<file path="src/rtl/scan_clk_gen.sv">
// Programmable refresh timebase: square led_clk, one-cycle tick on every toggle, digit scan with active-low anodes.
// All outputs registered; reloads of the half-period are staged and take effect only at a terminal edge (or at once while paused).
module scan_clk_gen #(
    parameter int DIV_W    = 24,
    parameter int DEF_HALF = 104166,
    parameter int DIGITS   = 8,
    parameter int IDX_W    = 3
) (
    input  logic             clk,
    input  logic             rst,
    input  logic             en,
    input  logic             half_load,
    input  logic [DIV_W-1:0] half_in,
    output logic             led_clk,
    output logic             tick,
    output logic             half_busy,
    output logic [IDX_W-1:0] digit_idx,
    output logic [DIGITS-1:0] anode
);

    logic [DIV_W-1:0]  cnt_q, cnt_d;
    logic [DIV_W-1:0]  half_act_q, half_act_d;
    logic [DIV_W-1:0]  half_shadow_q, half_shadow_d;
    logic              half_busy_q, half_busy_d;
    logic              led_q, led_d;
    logic              tick_q, tick_d;
    logic [IDX_W-1:0]  idx_q, idx_d;
    logic [DIGITS-1:0] anode_q, anode_d;
    logic              term;

    // half_act is never zero, so half_act-1 cannot wrap
    assign term = en && (cnt_q == (half_act_q - DIV_W'(1)));

    always_comb begin
        cnt_d         = cnt_q;
        half_act_d    = half_act_q;
        half_shadow_d = half_shadow_q;
        half_busy_d   = half_busy_q;
        led_d         = led_q;
        tick_d        = 1'b0;
        idx_d         = idx_q;
        anode_d       = anode_q;

        if (en) begin
            if (term) begin
                cnt_d  = '0;
                led_d  = ~led_q;
                tick_d = 1'b1;
                if (!led_q) begin
                    idx_d   = (idx_q == IDX_W'(DIGITS - 1)) ? '0 : idx_q + IDX_W'(1);
                    anode_d = ~(DIGITS'(1) << idx_d);
                end
                if (half_busy_q) begin
                    half_act_d  = half_shadow_q;
                    half_busy_d = 1'b0;
                end
            end else begin
                cnt_d = cnt_q + DIV_W'(1);
            end
        end else if (half_busy_q) begin
            // Paused: nothing is mid-period, so the new value can take over immediately
            half_act_d  = half_shadow_q;
            half_busy_d = 1'b0;
            cnt_d       = '0;
        end

        // A fresh load always re-arms the shadow, even on the edge that consumes the old one
        if (half_load) begin
            half_shadow_d = (half_in == '0) ? DIV_W'(1) : half_in;
            half_busy_d   = 1'b1;
        end
    end

    always_ff @(posedge clk) begin
        if (!rst) begin
            cnt_q         <= '0;
            half_act_q    <= DIV_W'(DEF_HALF);
            half_shadow_q <= '0;
            half_busy_q   <= 1'b0;
            led_q         <= 1'b0;
            tick_q        <= 1'b0;
            idx_q         <= '0;
            anode_q       <= ~(DIGITS'(1));
        end else begin
            cnt_q         <= cnt_d;
            half_act_q    <= half_act_d;
            half_shadow_q <= half_shadow_d;
            half_busy_q   <= half_busy_d;
            led_q         <= led_d;
            tick_q        <= tick_d;
            idx_q         <= idx_d;
            anode_q       <= anode_d;
        end
    end

    assign led_clk   = led_q;
    assign tick      = tick_q;
    assign half_busy = half_busy_q;
    assign digit_idx = idx_q;
    assign anode     = anode_q;

endmodule

</file>
<file path="config.mk">
export PLATFORM = sky130hd
export DESIGN_NAME = scan_clk_gen
export DESIGN_NICKNAME = d
export VERILOG_FILES = /design/src/rtl/scan_clk_gen.sv
export SDC_FILE = /design/constraint.sdc
export NUM_CORES = 1
export LEC_CHECK = 0
export BUFFER_PORTS_ARGS = -buffer_cell sky130_fd_sc_hd__buf_2
export CORE_MARGIN = 1.5
export CORE_UTILIZATION = 35
export DETAILED_ROUTE_END_ITERATION = 12
export PLACE_DENSITY = 0.63
export SYNTH_ARGS = -nofsm -noshare
export SYNTH_HDL_FRONTEND = slang
export SYNTH_SLANG_ARGS = --single-unit
</file>
<file path="constraint.sdc">
create_clock -name clk -period 8.67 [get_ports clk]
set_input_delay 1.3005 -clock clk [delete_from_list [all_inputs] [get_ports clk]]
set_output_delay 1.3005 -clock clk [all_outputs]
set_load 0.02 [all_outputs]
</file>
==> out/qor.csv <==
stage,metric,value,unit
run_status,result of the run,"finished, final reports clean",
min_path,number of cells on the worst hold path,2,
setup_path,cells on worst reg2reg path,10,
placed_design,final weighted congestion in routability-driven placement,0.9006,
timing,setup TNS,0,ns
finish,# nets final,564,
finish,antenna diode instance count,0,
power,Design Power,0.8533,mW
synth,total standard cell area after synthesis,4418,um^2
clock_tree,CTS tree,built,
placed_design,Place WS,5.050,ns
flow_run,total of max-cap violations,0,
die,die span in x,115.4,um
setup_path,RR Endpoint,anode[4]$_SDFFE_PN1P_,
clock_tree,Post-CTS Setup Inserts,0,
power,leakage power of the design,1.925,nW
clock_tree,clk sinks,86,
timing,Setup Skew,0.008007,ns
routing,vias post-DR,3737,
placed_design,Port Buffers,41,
synth,mean area per synthesized cell,8.801,um^2
routing,detailed-route DRC error count,0,
finish,area taken by multi-input logic gates,2537,um^2
min_path,hold path endpoint,half_act_q[23]$_SDFFE_PN0P_,
synth,sequential share of the synthesized area,0.3897,
setup_path,largest stage delay on the critical path,0.95,ns
routing,DRT Pass-1 Iters,4,
clock_tree,CTS max path bufs,2,
die,placeable core region,12160,um^2
global_routing,wire length of the first global-routing pass,17260,um
setup_path,category of cells accounting for the largest share of critical-path delay,simple AND/OR/NAND/NOR gates,
routing,residual antenna-violating net count after detailed routing,0,
setup_path,Buffers & Inverters on Critical Path,1,
timing,count of final max-slew check failures,0,
power,cell area power density,170.4,nW/um^2
placed_design,HPWL after detailed placement,7556,um
setup_path,cell with the largest stage delay on the worst path,sky130_fd_sc_hd__nor3_2,
timing,Fmax achieved,283.5,MHz
timing,final critical-path share of the clock period,0.4069,
global_routing,gr ovfl total,0,
min_path,Hold Crit Class,flop to flop,
routing,number of DRC markers in iteration 0,139,
setup_path,arrival time of data at the critical path endpoint,3.74,ns
timing,transition time at the pin with the least slew margin,1.125,ns
finish,utilization after layout,0.4116,
setup_path,startpoint of the worst register-to-register path,half_act_q[0]$_SDFFE_PN0P_,
clock_tree,root buffer cell,sky130_fd_sc_hd__clkbuf_16,
synth,Cell variety after synth,50,
timing,unrepaired setup endpoints after global routing,no,
clock_tree,clock slew at reported path FFs,0.06,ns
clock_tree,Num CTS Buffers,9,
global_routing,vias in the first global route,3404,
die,floorplan row count,40,
finish,flip-flop and latch area,1722,um^2
synth,syn_nets,538,
finish,count of filler cells inserted in the layout,1204,
synth,cells after synthesis,502,
die,Total Die Area,13310,um^2
setup_path,kind of launch point of the worst setup path,flop,
clock_tree,total number of H-tree levels,3,
setup_path,critical path cell sequence,"inv_1, ha_1, nor3b_4, and3_1, o2111ai_1, a2111oi_1, nand4_2, nor3_2, mux2i_1, nand2_1",
synth,Async SR Flop Fraction,0,
synth,Yosys Warn Count,0,
clock_tree,clk_lat worst skew,0.34,ns
synth,flop and latch count out of synthesis,86,
synth,most common flop cell mapped by yosys,sky130_fd_sc_hd__dfxtp_1,
setup_path,CP Class,flop to flop,
routing,average wire per standard cell,14.90,um
timing,number of endpoints failing setup at the final stage,0,
finish,Area Growth Syn to Fin,13.31,%
synth,post-synth top area cell,sky130_fd_sc_hd__dfxtp_1,
finish,"top library cells by usage in the layout, fill and taps aside","86 x sky130_fd_sc_hd__dfxtp_1, 50 x sky130_fd_sc_hd__nand2_1, 47 x sky130_fd_sc_hd__nor2_1, 44 x sky130_fd_sc_hd__mux2i_1, 41 x sky130_fd_sc_hd__buf_2",
routing,detail-routed via count per cell,5.339,
timing,relative slew slack,0.2457,
die,count of pins on the block boundary,42,
routing,total wirelength of the detailed-routed design,10430,um
setup_path,setup slack of the worst register-to-register path,5.14,ns
clock_tree,# hold bufs at CTS,0,
synth,synth top area cells,"sky130_fd_sc_hd__dfxtp_1 39%, sky130_fd_sc_hd__mux2i_1 10%, sky130_fd_sc_hd__xnor2_1 4.6%",
finish,most frequent standard cell in the layout excluding fill and tap cells,sky130_fd_sc_hd__dfxtp_1,
setup_path,Critical Path RT,8.88,ns
clock_tree,post_cts resized,0,
global_routing,largest net degree at the start of global routing,55,
global_routing,Tot GR Track Use,0.1650,
setup_path,largest driver fanout on the critical path,12,
min_path,HP Start,half_act_q[23]$_SDFFE_PN0P_,
setup_path,capturing element type of the critical path,flop,
die,initial cell density of the core,0.3633,
synth,top-area cell type share of the netlist area,0.3897,
timing,minimum clock period,3.528,ns
finish,proportion of layout cells with a drive suffix above 1,0.1335,
synth,"EDFF count, synth",0,
power,maximum ir drop on the vdd rail,93.30,uV
timing,PnR worst setup slack,5.142,ns
timing,endpoints failing hold,0,
global_routing,initial antenna violation count,1,
die,Chip Height,115.4,um
[registers in the layout, summed over array words and instances, names as in the netlist]
name	cells
cnt_q	24
digit_idx	3
anode	8
half_act_q	24
tick	1
led_clk	1
half_busy	1
half_shadow_q	24
[layer usage]
metal	GRT usage	vias to the layer above	wire, um
li1	-	1865	-
met4	0.07160	2	246
met2	0.2533	65	4602
met3	0.03374	24	365
met1	0.2246	1781	5201
met5	0	-	12
[metrics by stage]
stage	hold WS, ns	instances	instance area, um^2
final	0.4712	700	5006
after global routing	0.5021	700	5006
after CTS	0.4764	700	5006
after detailed placement	0.4626	685	4731
after global placement	0.4528	685	4731
after floorplan	0.4403	502	4418
[cells by family (layout without fill, tap and decap cells)]
group	Yosys count	after routing	synth area share
compound gates	72	72	0.1093
xor+xnor	43	43	0.08524
fa+ha+maj	8	8	0.02266
buf+inv	37	67	0.03795
flops	86	86	0.3897
mux	44	44	0.09969
simple gates	212	212	0.2555
[how the worst max path moves through the flow]
stage | cells past startpoint | start | slack (ns) | endpoint
final | 10 | half_act_q[0]$_SDFFE_PN0P_ | 5.14 | anode[4]$_SDFFE_PN1P_
after global routing | 10 | half_act_q[0]$_SDFFE_PN0P_ | 4.72 | anode[1]$_SDFFE_PN1P_
after CTS | 10 | half_act_q[0]$_SDFFE_PN0P_ | 5.13 | anode[1]$_SDFFE_PN1P_
after detailed placement | 7 | rst | 5.05 | cnt_q[0]$_SDFFE_PN0P_
after global placement | 7 | rst | 5.09 | cnt_q[0]$_SDFFE_PN0P_
after floorplan | 12 | half_act_q[0]$_SDFFE_PN0P_ | 5.88 | cnt_q[19]$_SDFFE_PN0P_
[report_power, final]
group	total, mW	leakage [nW]	switching [mW]	internal (mW)
registers	0.425	0.701	0.0161	0.408
logic	0.0698	1.09	0.0404	0.0294
clock network	0.359	0.139	0.151	0.208
[cells in the mapped netlist, types with 2 or more instances]
library cell	count
sky130_fd_sc_hd__nand2b_1	6
sky130_fd_sc_hd__nor2_1	47
sky130_fd_sc_hd__buf_2	5
sky130_fd_sc_hd__o21ai_0	18
sky130_fd_sc_hd__nand3_1	29
sky130_fd_sc_hd__o211ai_1	2
sky130_fd_sc_hd__dfxtp_1	86
sky130_fd_sc_hd__a21oi_1	3
sky130_fd_sc_hd__ha_1	8
sky130_fd_sc_hd__clkbuf_1	20
sky130_fd_sc_hd__a31oi_1	28
sky130_fd_sc_hd__and3_1	17
sky130_fd_sc_hd__nor3_1	7
sky130_fd_sc_hd__buf_4	2
sky130_fd_sc_hd__nand4b_1	2
sky130_fd_sc_hd__nor3b_1	3
sky130_fd_sc_hd__xor2_1	20
sky130_fd_sc_hd__a211oi_1	2
sky130_fd_sc_hd__inv_1	7
sky130_fd_sc_hd__or4_1	3
sky130_fd_sc_hd__mux2i_1	44
sky130_fd_sc_hd__a31o_2	2
sky130_fd_sc_hd__nand2_1	50
sky130_fd_sc_hd__nand4_1	9
sky130_fd_sc_hd__xnor2_1	23
sky130_fd_sc_hd__nor4_1	13
sky130_fd_sc_hd__nand3b_1	16
sky130_fd_sc_hd__a32o_1	6
sky130_fd_sc_hd__o31ai_1	2
sky130_fd_sc_hd__buf_6	2
[worst min-delay path, cell delays in order (launching register included)]
cell and delay [ns]:
sky130_fd_sc_hd__dfxtp_1 0.32, sky130_fd_sc_hd__nand2_1 0.05, sky130_fd_sc_hd__o21ai_0 0.05
[area by class of cell]
cell class | count | area share
inverters | 7 | 0.005249
repair buffers | 45 | 0.04699
multi-input cells | 379 | 0.5069
flip-flops and latches | 86 | 0.3439
clock inverters | 3 | 0.003749
clock buffers | 12 | 0.05124
well taps | 168 | 0.04199
(Power assumes the default switching activity.)
